--- config.mk ---
export PLATFORM = sky130hd
export DESIGN_NAME = fetch_unit
export DESIGN_NICKNAME = d
export VERILOG_FILES = /design/src/rtl/fetch_unit.sv
export SDC_FILE = /design/constraint.sdc
export NUM_CORES = 1
export LEC_CHECK = 0
export BUFFER_PORTS_ARGS = -buffer_cell sky130_fd_sc_hd__buf_2
export CAP_MARGIN = 30
export CORE_MARGIN = 3
export CORE_UTILIZATION = 54
export DETAILED_ROUTE_END_ITERATION = 16
export PLACE_DENSITY = 0.78
export SYNTH_ARGS = -nofsm -noshare
export SYNTH_HDL_FRONTEND = slang
export SYNTH_SLANG_ARGS = --single-unit
--- constraint.sdc ---
create_clock -name clk -period 5.15 [get_ports clk]
set_clock_uncertainty 0.05 [all_clocks]
set_input_delay 1.03 -clock clk [delete_from_list [all_inputs] [get_ports clk]]
set_output_delay 1.03 -clock clk [all_outputs]
set_load 0.01 [all_outputs]
--- src/rtl/fetch_unit.sv ---
//------------------------------------------------------------------------------
// fetch_unit
//
// Instruction-fetch front end. Owns the architectural fetch PC, issues one
// outstanding request at a time to instruction memory, and buffers returned
// words in a small circular queue that feeds the decode stage. The branch
// predictor sits beside this unit: fetch_pc drives its pc input and its
// target_pc (already muxed with exception/mispredict targets) comes back as
// npc. A redirect flushes the queue and kills any in-flight response.
//
// Parameters
//   RESET_PC     fetch PC loaded by reset
//   QDEPTH       instruction-queue entries (power of two, >= 2)
//
// Ports
//   clk          clock, all state updates on the rising edge
//   rst          synchronous reset, active low
//   npc          next PC from the predictor
//   redirect     flush pulse (mispredict or exception)
//   fetch_pc     current fetch PC, to the predictor
//   imem_req     fetch request
//   imem_addr    request address (same as fetch_pc)
//   imem_gnt     request accepted this cycle
//   imem_rvalid  response valid (never earlier than the cycle after grant)
//   imem_rdata   returned instruction word
//   if_valid     queue head valid
//   if_pc        PC of the queue head
//   if_inst      instruction of the queue head
//   id_ready     decode consumes the head when if_valid & id_ready
//
// Optional feature, enabled by defining FETCH_PERF_EN:
//   perf_fetched  saturating count of words pushed into the queue
//   perf_dropped  saturating count of words discarded after a redirect
//------------------------------------------------------------------------------
module fetch_unit #(
   parameter logic [31:0] RESET_PC = 32'h0000_0000,
   parameter int unsigned QDEPTH   = 2
) (
   input  logic        clk,
   input  logic        rst,
   input  logic [31:0] npc,
   input  logic        redirect,
   output logic [31:0] fetch_pc,
   output logic        imem_req,
   output logic [31:0] imem_addr,
   input  logic        imem_gnt,
   input  logic        imem_rvalid,
   input  logic [31:0] imem_rdata,
   output logic        if_valid,
   output logic [31:0] if_pc,
   output logic [31:0] if_inst,
   input  logic        id_ready
`ifdef FETCH_PERF_EN
   ,
   output logic [31:0] perf_fetched,
   output logic [31:0] perf_dropped
`endif
);

   localparam int PTR_W = $clog2(QDEPTH);
   localparam int CNT_W = PTR_W + 1;
   localparam logic [CNT_W-1:0] FULL_CNT = CNT_W'(QDEPTH);

   typedef enum logic [1:0] {
      S_BOOT = 2'd0,
      S_IDLE = 2'd1,
      S_WAIT = 2'd2
   } state_t;

   state_t           r_state;
   state_t           w_state_nxt;

   logic [31:0]      r_fetch_pc;
   logic [31:0]      r_req_pc;
   logic             r_drop;

   logic [31:0]      r_q_pc   [QDEPTH];
   logic [31:0]      r_q_inst [QDEPTH];
   logic [PTR_W-1:0] r_wptr;
   logic [PTR_W-1:0] r_rptr;
   logic [CNT_W-1:0] r_count;

   logic             w_redir;
   logic             w_full;
   logic             w_head_vld;
   logic             w_can_req;
   logic             w_grant;
   logic             w_resp;
   logic             w_push;
   logic             w_pop;

   //---------------------------------------------------------------------------
   // Control decode
   //---------------------------------------------------------------------------
   // Redirect is ignored during the boot cycle; the queue is empty and no
   // request can be in flight there.
   assign w_redir    = redirect & (r_state != S_BOOT);
   assign w_full     = (r_count == FULL_CNT);
   assign w_head_vld = (r_count != '0);

   // A request is only issued when a slot is free, so the single outstanding
   // response always has room when it returns. A redirect suppresses the
   // request because npc is about to replace the PC being presented.
   assign w_can_req  = (r_state == S_IDLE) & ~redirect & ~w_full;
   assign w_grant    = w_can_req & imem_gnt;

   assign w_resp     = (r_state == S_WAIT) & imem_rvalid;
   assign w_push     = w_resp & ~r_drop & ~w_redir;
   assign w_pop      = w_head_vld & id_ready & ~w_redir;

   //---------------------------------------------------------------------------
   // FSM
   //---------------------------------------------------------------------------
   always_ff @(posedge clk) begin
      if (!rst) begin
         r_state <= S_BOOT;
      end else begin
         r_state <= w_state_nxt;
      end
   end

   always_comb begin
      w_state_nxt = r_state;
      imem_req    = 1'b0;
      unique case (r_state)
         S_BOOT: begin
            w_state_nxt = S_IDLE;
         end
         S_IDLE: begin
            imem_req = w_can_req;
            if (w_grant) begin
               w_state_nxt = S_WAIT;
            end
         end
         S_WAIT: begin
            if (imem_rvalid) begin
               w_state_nxt = S_IDLE;
            end
         end
         default: begin
            w_state_nxt = S_BOOT;
         end
      endcase
   end

   //---------------------------------------------------------------------------
   // Fetch PC, drop flag and queue pointers
   //---------------------------------------------------------------------------
   always_ff @(posedge clk) begin
      if (!rst) begin
         r_fetch_pc <= RESET_PC;
         r_drop     <= 1'b0;
         r_wptr     <= '0;
         r_rptr     <= '0;
         r_count    <= '0;
      end else begin
         // The PC only moves on a grant or a redirect, so the predictor sees
         // a stable pc while a request is pending.
         if (w_redir || w_grant) begin
            r_fetch_pc <= npc;
         end

         // A response arriving together with the redirect is discarded on the
         // spot, so the flag is only needed when the response is still to come.
         if (w_resp) begin
            r_drop <= 1'b0;
         end else if (w_redir && (r_state == S_WAIT)) begin
            r_drop <= 1'b1;
         end

         if (w_redir) begin
            r_wptr  <= '0;
            r_rptr  <= '0;
            r_count <= '0;
         end else begin
            if (w_push) begin
               r_wptr <= r_wptr + PTR_W'(1);
            end
            if (w_pop) begin
               r_rptr <= r_rptr + PTR_W'(1);
            end
            r_count <= r_count + CNT_W'(w_push) - CNT_W'(w_pop);
         end
      end
   end

   //---------------------------------------------------------------------------
   // Request PC capture and queue storage (data only, no reset)
   //---------------------------------------------------------------------------
   always_ff @(posedge clk) begin
      if (w_grant) begin
         r_req_pc <= r_fetch_pc;
      end
      if (w_push) begin
         r_q_pc[r_wptr]   <= r_req_pc;
         r_q_inst[r_wptr] <= imem_rdata;
      end
   end

   //---------------------------------------------------------------------------
   // Outputs
   //---------------------------------------------------------------------------
   assign fetch_pc  = r_fetch_pc;
   assign imem_addr = r_fetch_pc;

   // Head outputs are forced to zero when the queue is empty so that stale
   // storage contents never reach decode and the reset values are defined.
   assign if_valid  = w_head_vld;
   assign if_pc     = w_head_vld ? r_q_pc[r_rptr]   : 32'h0;
   assign if_inst   = w_head_vld ? r_q_inst[r_rptr] : 32'h0;

`ifdef FETCH_PERF_EN
   //---------------------------------------------------------------------------
   // Performance counters (saturating)
   //---------------------------------------------------------------------------
   logic        w_discard;
   logic [31:0] r_perf_fetched;
   logic [31:0] r_perf_dropped;

   assign w_discard = w_resp & (r_drop | w_redir);

   always_ff @(posedge clk) begin
      if (!rst) begin
         r_perf_fetched <= 32'h0;
         r_perf_dropped <= 32'h0;
      end else begin
         if (w_push && (r_perf_fetched != 32'hFFFF_FFFF)) begin
            r_perf_fetched <= r_perf_fetched + 32'd1;
         end
         if (w_discard && (r_perf_dropped != 32'hFFFF_FFFF)) begin
            r_perf_dropped <= r_perf_dropped + 32'd1;
         end
      end
   end

   assign perf_fetched = r_perf_fetched;
   assign perf_dropped = r_perf_dropped;
`endif

`ifndef SYNTHESIS
   // The free-slot rule on request issue means a push never meets a full queue.
   a_push_has_slot: assert property (@(posedge clk) disable iff (!rst)
      !(w_push && w_full));
`endif

endmodule

# After elaboration in Yosys (flattened, before gate mapping)
# Memories as Yosys holds them, arrays and structs flattened. A register that Yosys moved wholly into a read port is not among the register bits.
# Cells that the tools add are included.
[totals]
ff_bits = 71
mem_bits_rw = 128
input_bits = 70
out_inout_bits = 130
elab_cells = 52
memories = 2
[memory_table]
columns = ["name", "words", "width", "read_ports", "rd_ports_with_merged_regs", "write_ports", "line_no", "source"]
rows = [
  ["r_q_inst", 2, 32, 1, 1, 1, "78", "logic [31:0] r_q_inst [QDEPTH];"],
  ["r_q_pc", 2, 32, 1, 1, 1, "77", "logic [31:0] r_q_pc [QDEPTH];"],
]
[classes]
add_sub_neg = 4
n_eq_ne = 5
muxes = 12
bitwise = 14
reduce_logical = 8
[ops]
columns = ["op", "n"]
rows = [
  ["$mux 32", 2],
  ["$and 1x1->1", 9],
  ["$mux 1", 7],
  ["$pmux 2 s3", 1],
  ["$not 1->1", 5],
  ["$eq 2x2->1 const B", 2],
  ["$mux 2", 2],
  ["$ne 2x2->1 const B", 2],
  ["$reduce_bool 2->1", 2],
  ["$reduce_or 2->1", 2],
  ["$add 1x1->1 const B", 2],
  ["$add 2x1->2", 1],
  ["$eq 2x1->1 const B", 1],
  ["$logic_not 2->1", 1],
  ["$reduce_and 2->1", 1],
  ["$sub 2x1->2", 1],
  ["$logic_and 1x1->1", 1],
  ["$logic_or 1x1->1", 1],
]

# Logic depth before layout (Yosys ltp)
# Gate-level depths: netlist of run 1.
[logic_depth]
ltp_word = 6
ltp_mapped = 9
ltp_nobuf = 8

# Worst setup path before layout of run 1
# No wires, ideal clock.
[synth_path]
path_kind = "input-to-reg"
start = "input redirect"
end = "memory r_q_inst[0][0] (enable)"
setup_time_ns = 0.487
t_arrival_ns = 4.161
required_time_ns = 4.613
slack_ns = 0.453
path_stages = 4
n_path_buf = 1
path_cell_list = "buf_2 -> inv_2 -> nand4b_1 -> nor2_1"
[synth_via]
elab_chain_cells = 5
[synth_lines]
columns = ["item", "line_no", "source"]
rows = [
  ["start, declared", "42", "input logic redirect,"],
  ["$and 1x1->1", "97", "assign w_redir = redirect & (r_state != S_BOOT);"],
  ["$not 1->1", "108", "assign w_push = w_resp & ~r_drop & ~w_redir;"],
  ["$and 1x1->1", "108", ""],
  ["$mux 1", "194", "if (w_push) begin"],
  ["$mux 1 (not written as such)", "196", "r_q_inst[r_wptr] <= imem_rdata;"],
  ["end, declared", "78", ""],
]
# No other way between the ends.

# Worst setup path after layout of run 1
[layout_path]
start = "register r_count[0]"
end = "output if_inst[5]"
[layout_via]
elab_chain_cells = 2
[layout_lines]
columns = ["item", "line_no", "source"]
rows = [
  ["start, declared", "81", "logic [CNT_W-1:0] r_count;"],
  ["start signal, assigned", "182", "r_count <= r_count + CNT_W'(w_push) - CNT_W'(w_pop);"],
  ["$reduce_bool 2->1", "99", "assign w_head_vld = (r_count != '0);"],
  ["$mux 32", "210", "assign if_inst = w_head_vld ? r_q_inst[r_rptr] : 32'h0;"],
  ["end, declared", "51", "output logic [31:0] if_inst,"],
]
# No other way between the ends.

==> results.toml, run 1 <==
[status]
status = "finished, final reports clean"

[final_layout]
fin_nets = 859
drive_gt1_share_pct = 31.5
area_growth_pct = 17.3
antenna_cells = 0

[synthesis]
synth_top_area_cell = "edfxtp_1"
ys_types = 34
synthFlopType = "edfxtp_1"
syn_avg_cell_area_um2 = 13.2
synth_area_mm2 = 0.00865
syn_inst = 654
synth_common_cells = "edfxtp_1, nor2_1, mux2i_1"
syn-num-nets = 726
seq_area_frac_synth_pct = 64.8
async_flop_share_pct = 0
yosys-top-cells-area = "edfxtp_1, dfxtp_1, mux2i_1, o2111a_1, o2111ai_1"
ys_warn_count = 0
synth_edf_count = 160
ys_ff_latch = 200
yosys.cell_count.top_type = "edfxtp_1"
synth_top_area_share_pct = 55.5

[sta]
rsz0062_at_grt = "no"
slew_headroom_pct = 35.2
finalHoldViolations = 0
worst_pin_slew_ns = 0.969
fin_setup_tns_ns = 0
period_share_pct = 64.6
setup_viol = 0
slew_violations = 0
max_freq_ghz = 0.301
timing.final.crit_period_ns = 3.33

[die]
fp.coreArea_mm2 = 0.0154
pin_count = 200
initial_utilization_pct = 56.1
num_rows = 45
die_width_um = 133
die_h_um = 133
die-area_mm2 = 0.0176

[global_routing]
grt-ovfl-total = 0
grt_pass1_wl_um = 29900
grt_max_degree = 81
grt_pass1_vias = 5635
antenna_found_initial = 5
grt_usage_pct = 21.3

[clock_tree]
ctsRootBufferMaster = "clkbuf_16"
post_cts_resized = 0
cts_buffer_depth = 2
cts_tree = "built"
htreeDepth = 4
cts_buffers = 17
clock-sinks = 200
cts_hold_buf = 0
clkTransAtPathRegs_ns = 0.07
cts_setup_buffers = 0
clock_latency_ns = 0.43

[critical_path]
startpoint_type = "flip-flop"
crit_required_ns = 4.07
arrival_ns = 2.25
cp_slowest_cell = "nor2_4"
cp_max_fo = 39
setup.worst_path.class = "reg2out"
crit_chain = "nor2_4 > buf_4 > nor2_1 > buf_2"
critPathCaptureType = "primary output"
max_stage_delay_ns = 0.76

[power]
p_leak_nw = 3.92
clkPwrFrac_pct = 37.6
p_sw_mw = 0.787
seq_power_share_pct = 54.9
pwr-share-comb_pct = 7.5
p_per_area_mw_per_mm2 = 330
power_switching_share_pct = 23.5
internal_power_mw = 2.56
vdd_ir_drop_max_v = 0.000232
finalPower_mw = 3.35

[routing]
drtAntennaViolNets = 0
remaining_drc_errors = 0
drt-pass1-iter-count = 5
via_count = 5927
drtIter0Drc = 417
wl_per_cell_um = 18.5
vias_per_cell = 5.86
wl_um = 18700

[flow_run]
drv_cap = 0

[placed_design]
dpl.hpwl_um = 12200
io_buffers = 199
place.gp.congestion = 0.872

[worst_hold_path]
hold_class = "reg2reg"
==> cells in the final DEF (no fill, tap or decap), types with 4 or more instances in the layout <==
master	instances
a31oi_1	32
buf_2	198
buf_4	6
clkbuf_16	17
clkinvlp_4	6
dfxtp_1	38
edfxtp_1	160
inv_1	4
mux2i_1	65
nand2_1	33
nand3_1	34
nor2_1	67
nor2_4	4
o2111a_1	32
o2111ai_1	32
or4_1	32
==> per-layer routing <==
| metal | part of all wire (%) | track usage, % |
|---|---|---|
| met4 | 1.7 | 7.79 |
| met1 | 42 | 27.7 |
| met2 | 48 | 34.6 |
| met3 | 8.1 | 5.97 |
| met5 | 0.33 | 0 |
==> state kept, by name, summed over array words and instances, names as in the netlist, named ones only <==
signal and flops:
r_count 2, r_q_inst 64, r_drop 1, r_rptr 1, r_q_pc 64, r_req_pc 32
fetch_pc 32, r_state 2, r_wptr 1
==> cell families after synthesis <==
family	Yosys count	share of synthesized area [%]
AOI/OAI and AO/OA	102	10.1
xor gates and xnor gates	3	0.304
adders and majority gates	2	0.289
buffers and inverters	101	6.58
DFF	200	64.8
muxes	65	7.52
and+or+nand+nor	181	10.4
==> critical path: cells and delay by family (launching register included) <==
family	cells	cell delay (ns)
AND/OR/NAND/NOR	2	0.86
flip-flops	1	0.38
buffers and inverters	2	0.57
==> worst paths after layout <==
| kind | from | to | slack, ns | cells past startpoint |
|---|---|---|---|---|
| worst min register to register | r_req_pc[9] | r_q_pc[1][9] | 0.40 | 0 |
| worst max register to register | r_state[0] | r_req_pc[13] | 2.22 | 4 |
| worst max-delay path | r_count[0] | if_inst[5] | 1.82 | 4 |
| worst min-delay path | r_req_pc[9] | r_q_pc[1][9] | 0.40 | 0 |
==> area by class of cell <==
| cell class | instances | area (µm²) |
|---|---|---|
| clock buffers | 17 | 425 |
| clock inverters | 15 | 146 |
| fillers | 1162 | 5270 |
| inverters | 5 | 18.8 |
| multi-input cells | 353 | 2510 |
| flip-flops and latches | 200 | 5610 |
| well taps | 211 | 264 |
| repair buffers | 210 | 1180 |
==> power groups by stage <==
stage	clock network [mW]	logic, mW	registers, mW
final	1.26	0.251	1.84
after global routing	1.36	0.275	1.84
after CTS	1.28	0.249	1.84
after detailed placement	0	0.249	1.87
after global placement	0	0.233	1.87
after floorplan	0	0.162	1.86
==> through the flow <==
stage                     area (µm²)  hold WS, ns  utilization, %  worst slack [ns]  instances
after CTS                      10100        0.399            65.7              1.74       1010
final                          10200        0.397            65.8              1.82       1011
after detailed placement        9560        0.380            62.0              1.68        978
after global routing           10200        0.414            65.8              1.61       1011
after global placement          9480        0.373            61.4              1.79        975
after floorplan                 8650        0.371               -             0.453        654
(Power assumes the default switching activity.)
==> inputs of run 2 (changes only) <==
Settings changed: CORE_UTILIZATION 54 to 49, PLACE_DENSITY 0.78 to 0.75.
Clock period 5.15 ns to 2.8 ns, I/O delays scaled along.
==> run 2 against run 1 <==
Routed wire length grew 5.1%. Worst hold slack worse by 0.12 ns. Die area increased by 9.7%. Core utilization fell by 5.3 points. Combinational power grew 88%. Power increased by 87%. Design area up 0.89%. Critical path depth is the same. First-iteration DRC count fell by 2.4%. Via count grew 0.57%. Cell count is 2.0% higher. Clock-buffer cell count up 6. Largest cell class unchanged. Largest power group unchanged. Highest routed layer unchanged.
==> results.toml, run 2 (synthesis results as in run 1) <==
[placed_design]
place.gp.congestion = 0.851
place_ws_ns = 0.364
dpl.hpwl_um = 12900
io_buffers = 199

[sta]
whs_ns = 0.276
max_freq_ghz = 0.402
rsz0062_at_grt = "no"
period_share_pct = 88.9
slew_headroom_pct = 62.5
setup_ws_ns = 0.310
slew_violations = 0
timing.final.crit_period_ns = 2.49
finalHoldViolations = 0
worst_pin_slew_ns = 0.562
setup_viol = 0

[worst_hold_path]
hp-start = "imem_rdata[26]"
hold_class = "in2reg"

[critical_path]
critPathCaptureType = "primary output"
r2r_slack_ns = 0.48
timing.rr.end = "r_count[1]"
crit_required_ns = 2.19
cp-endpoint = "if_pc[1]"
cp_max_fo = 24
setup.worst_path.class = "reg2out"
arrival_ns = 1.88
timing.rr.start = "r_state[0]"
r2r_cells = 8
startpoint_type = "flip-flop"

[die]
die_h_um = 139
initial_utilization_pct = 51.1
num_rows = 47
die_width_um = 139
die-area_mm2 = 0.0193
pin_count = 200
fp.coreArea_mm2 = 0.0169

[final_layout]
final_cell_mix = "buf_2, edfxtp_1, nor2_1, mux2i_1, dfxtp_1"
final_common_cell = "buf_2"
fin_nets = 870
area_growth_pct = 18.4
antenna_cells = 0
reg_top3 = "r_q_inst (64), r_q_pc (64)"
drive_gt1_share_pct = 32.1
fillers = 1320

[clock_tree]
clock-sinks = 200
clkTransAtPathRegs_ns = 0.06
cts_tree = "built"
cts_buffers = 17
post_cts_resized = 0
cts_setup_buffers = 0
cts_buffer_depth = 2
cts_hold_buf = 0
clock_latency_ns = 0.42
ctsRootBufferMaster = "clkbuf_16"
htreeDepth = 4

[routing]
remaining_drc_errors = 0
drtAntennaViolNets = 0
drtIter0Drc = 407
wl_per_cell_um = 19.0
drt-pass1-iter-count = 4
vias_per_cell = 5.78
via_count = 5961
wl_um = 19600

[power]
p_per_area_mw_per_mm2 = 612
p_leak_nw = 4.00
vdd_ir_drop_max_v = 0.000427

[global_routing]
grt-ovfl-total = 0
grt_usage_pct = 19.8
antenna_found_initial = 1
grt_pass1_wl_um = 30600
grt_max_degree = 65
grt_pass1_vias = 5764

[status]
status = "finished, final reports clean"

[flow_run]
drv_cap = 0
## run 2: cell types whose count changed in the layout (fill, tap and decap cells not counted), sizes merged
cell      before  now
buf          210  221
clkbuf        17   23
clkinvlp       6    1
bufinv         1    2
clkinv         4    3
inv            9    8
## run 2: stage by stage
step | utilization [%] | cells | setup TNS, ns | total power, mW | cell area [µm²]
2_1_floorplan | - | 654 | -49.72 | 3.73 | 8660
3_3_place_gp | 56.9 | 998 | 0 | 3.89 | 9630
3_5_place_dp | 57.0 | 999 | 0 | 3.92 | 9650
4_1_cts | 60.5 | 1031 | 0 | 6.31 | 10200
5_1_grt | 60.5 | 1031 | 0 | 6.50 | 10200
6_report | 60.5 | 1031 | 0 | 6.27 | 10200
## run 2: layer usage
metal	up-vias	part of all wire [%]	global-route usage [%]
met5	-	0.066	0
met4	2	1.3	5.20
met3	25	7.2	5.76
met2	242	48	32.3
met1	2895	44	26.1
li1	2797	-	-
## run 2: worst min-delay path by stage
stage               slack, ns  cells past startpoint               to
floorplan                0.37                      0     r_q_pc[0][0]
global placement         0.37                      0    r_q_pc[0][29]
detailed placement       0.38                      0    r_q_pc[0][29]
CTS                      0.26                      1   r_q_inst[0][0]
global route             0.25                      1  r_q_inst[0][26]
finish                   0.28                      1  r_q_inst[1][26]
## run 2: final cells by class
| class | instances | area [µm²] | area share, % |
|---|---|---|---|
| flip-flops and latches | 200 | 5610 | 54.8 |
| repair buffers | 221 | 1240 | 12.1 |
| clock buffers | 23 | 478 | 4.67 |
| well taps | 220 | 275 | 2.69 |
| inverters | 5 | 18.8 | 0.183 |
| clock inverters | 9 | 113 | 1.10 |
| multi-input cells | 353 | 2510 | 24.5 |
## run 2: power by group
| part | internal (mW) | switching, mW | total [mW] |
|---|---|---|---|
| logic | 0.190 | 0.281 | 0.471 |
| clock network | 1.40 | 1.02 | 2.42 |
| registers | 3.28 | 0.0978 | 3.38 |
| total | 4.87 | 1.40 | 6.27 |
## run 2: critical path, stage by stage (launching register included)
cell	delay, ns
dfxtp_4	0.66
buf_4	0.35
mux2i_1	0.24
nor2_1	0.06
buf_2	0.14
==> inputs of run 3 (changes only) <==
==> constraint.sdc (replaced) <==
create_clock -name clk -period 2.8 [get_ports clk]
set_clock_uncertainty 0.05 [all_clocks]
set_input_delay 0.28 -clock clk [delete_from_list [all_inputs] [get_ports clk]]
set_output_delay 0.28 -clock clk [all_outputs]
set_load 0.01 [all_outputs]
==> run 3 against run 2 <==
Design area rose by 2.3%. Sequential cell count did not move. Core utilization rose by 1.4 points. Sequential share of layout area fell by 1.2 points. Non-clock buffer count rose by 27. Critical path type unchanged. Largest cell class unchanged. Largest power group unchanged. Highest routed layer unchanged.
==> results.toml, run 3 (synthesis results as in run 1) <==
[status]
status = "finished, final reports clean"

[critical_path]
timing.rr.start = "r_state[1]"
timing.rr.end = "r_count[1]"
max_stage_delay_ns = 0.78
setup.worst_path.class = "reg2out"
arrival_ns = 1.97
r2r_cells = 8
cp_max_fo = 33
cp-endpoint = "if_inst[1]"
crit_chain = "buf_12 > mux2i_1 > nor2_1 > buf_2"
crit_required_ns = 2.47
r2r_slack_ns = 0.56
startpoint_type = "flip-flop"
critPathCaptureType = "primary output"
cp_slowest_cell = "dfxtp_4"

[global_routing]
grt_usage_pct = 19.5
grt_pass1_wl_um = 30300
grt-ovfl-total = 0
antenna_found_initial = 2
grt_pass1_vias = 5749
grt_max_degree = 77

[placed_design]
place.gp.congestion = 0.793
dpl.hpwl_um = 12400
io_buffers = 199
placed_cell_area_mm2 = 0.00962
place_ws_ns = 0.564

[final_layout]
final_cell_mix = "buf_2, edfxtp_1, nor2_1, mux2i_1, dfxtp_1"
reg_top3 = "r_q_inst (64), r_q_pc (64)"
fin_nets = 897
final_common_cell = "buf_2"
design_area_mm2 = 0.0105
fillers = 1331
area_growth_pct = 21.1
fin_util_pct = 61.9
drive_gt1_share_pct = 30.2

[routing]
drt-pass1-iter-count = 4
remaining_drc_errors = 0
drtAntennaViolNets = 0
wl_per_cell_um = 18.1
drtIter0Drc = 473
via_count = 6023
vias_per_cell = 5.69
wl_um = 19200

[power]
finalPower_mw = 6.20
p_sw_mw = 1.36
clkPwrFrac_pct = 37.4
p_leak_nw = 4.08
seq_power_share_pct = 54.5
vdd_ir_drop_max_v = 0.000418
p_per_area_mw_per_mm2 = 591
power_switching_share_pct = 22.0
internal_power_mw = 4.84
pwr-share-comb_pct = 8.1

[die]
num_rows = 47
fp.coreArea_mm2 = 0.0169
die-area_mm2 = 0.0193
die_width_um = 139
pin_count = 200
initial_utilization_pct = 51.1
die_h_um = 139

[sta]
setup_viol = 0
slew_headroom_pct = 43.3
finalHoldViolations = 0
rsz0062_at_grt = "no"
slew_violations = 0
period_share_pct = 82.0
max_freq_ghz = 0.435
setup_ws_ns = 0.503
worst_pin_slew_ns = 0.848
timing.final.crit_period_ns = 2.30

[clock_tree]
htreeDepth = 4
cts_setup_buffers = 0
ctsRootBufferMaster = "clkbuf_16"
clkTransAtPathRegs_ns = 0.06
clock-sinks = 200
cts_buffer_depth = 2
post_cts_resized = 0
cts_tree = "built"
cts_hold_buf = 28
clock_latency_ns = 0.42
cts_buffers = 17

[worst_hold_path]
hold_class = "in2reg"

[flow_run]
drv_cap = 0
-- run 3: cell types whose count changed in the layout (fill, tap and decap cells not counted), sizes merged --
cell	delta
dlygate4sd3	+30
inv	-1
clkbuf	+1
buf	-3
diode	+1
-- run 3: layout make-up --
type                            instances  area [µm²]  area share (%)
Clock buffer                           24         462            4.40
Multi-Input combinational cell        353        2510            23.9
Clock inverter                          8        98.8           0.943
Timing Repair Buffer                  248        1500            14.3
Inverter                                5        18.8           0.179
Antenna cell                            1        2.50          0.0239
Sequential cell                       200        5610            53.5
Tap cell                              220         275            2.63
-- run 3: how the worst min path moves through the flow --
stage | from | endpoint | slack, ns | cells past startpoint
final | imem_rdata[23] | r_q_inst[1][23] | 0.02 | 1
after detailed placement | r_req_pc[5] | r_q_pc[0][5] | 0.38 | 0
after floorplan | imem_rvalid | r_drop | 0.32 | 1
after global placement | r_req_pc[29] | r_q_pc[0][29] | 0.37 | 0
after CTS | imem_rdata[18] | r_q_inst[0][18] | 0.0004 | 1
after global routing | imem_rdata[11] | r_q_inst[0][11] | 0.001 | 1
-- run 3: power groups by stage --
stage          clock (mW)  combinational (mW)  sequential, mW
6_report             2.32               0.501            3.38
5_1_grt              2.51               0.543            3.39
4_1_cts              2.37               0.501            3.38
3_5_place_dp            0               0.469            3.44
3_3_place_gp            0               0.453            3.43
2_1_floorplan           0               0.299            3.43
-- run 3: layer usage --
layer / vias to the layer above / track usage [%] / part of all wire, % / wire length, µm
met5: - / 0 / 0.068 / 13
met4: 2 / 6.49 / 1.8 / 337
met3: 30 / 4.76 / 7.2 / 1380
met2: 260 / 31.3 / 48 / 9270
met1: 2876 / 26.5 / 43 / 8190
li1: 2855 / - / - / -
-- run 3: worst max-delay path, delay by kind of cell, from the launching register on --
family	cells	cell delay [ns]
and+or+nand+nor	1	0.06
muxes	1	0.24
DFF	1	0.78
buffers and inverters	2	0.45
-- run 3: through the flow --
| step | cells | hold WS, ns | TNS (ns) |
|---|---|---|---|
| final | 1059 | 0.0193 | 0 |
| after global routing | 1059 | 0.00105 | 0 |
| after CTS | 1056 | 0.000424 | 0 |
| after detailed placement | 996 | 0.380 | 0 |
| after global placement | 995 | 0.373 | 0 |
| after floorplan | 654 | 0.323 | -41.07 |
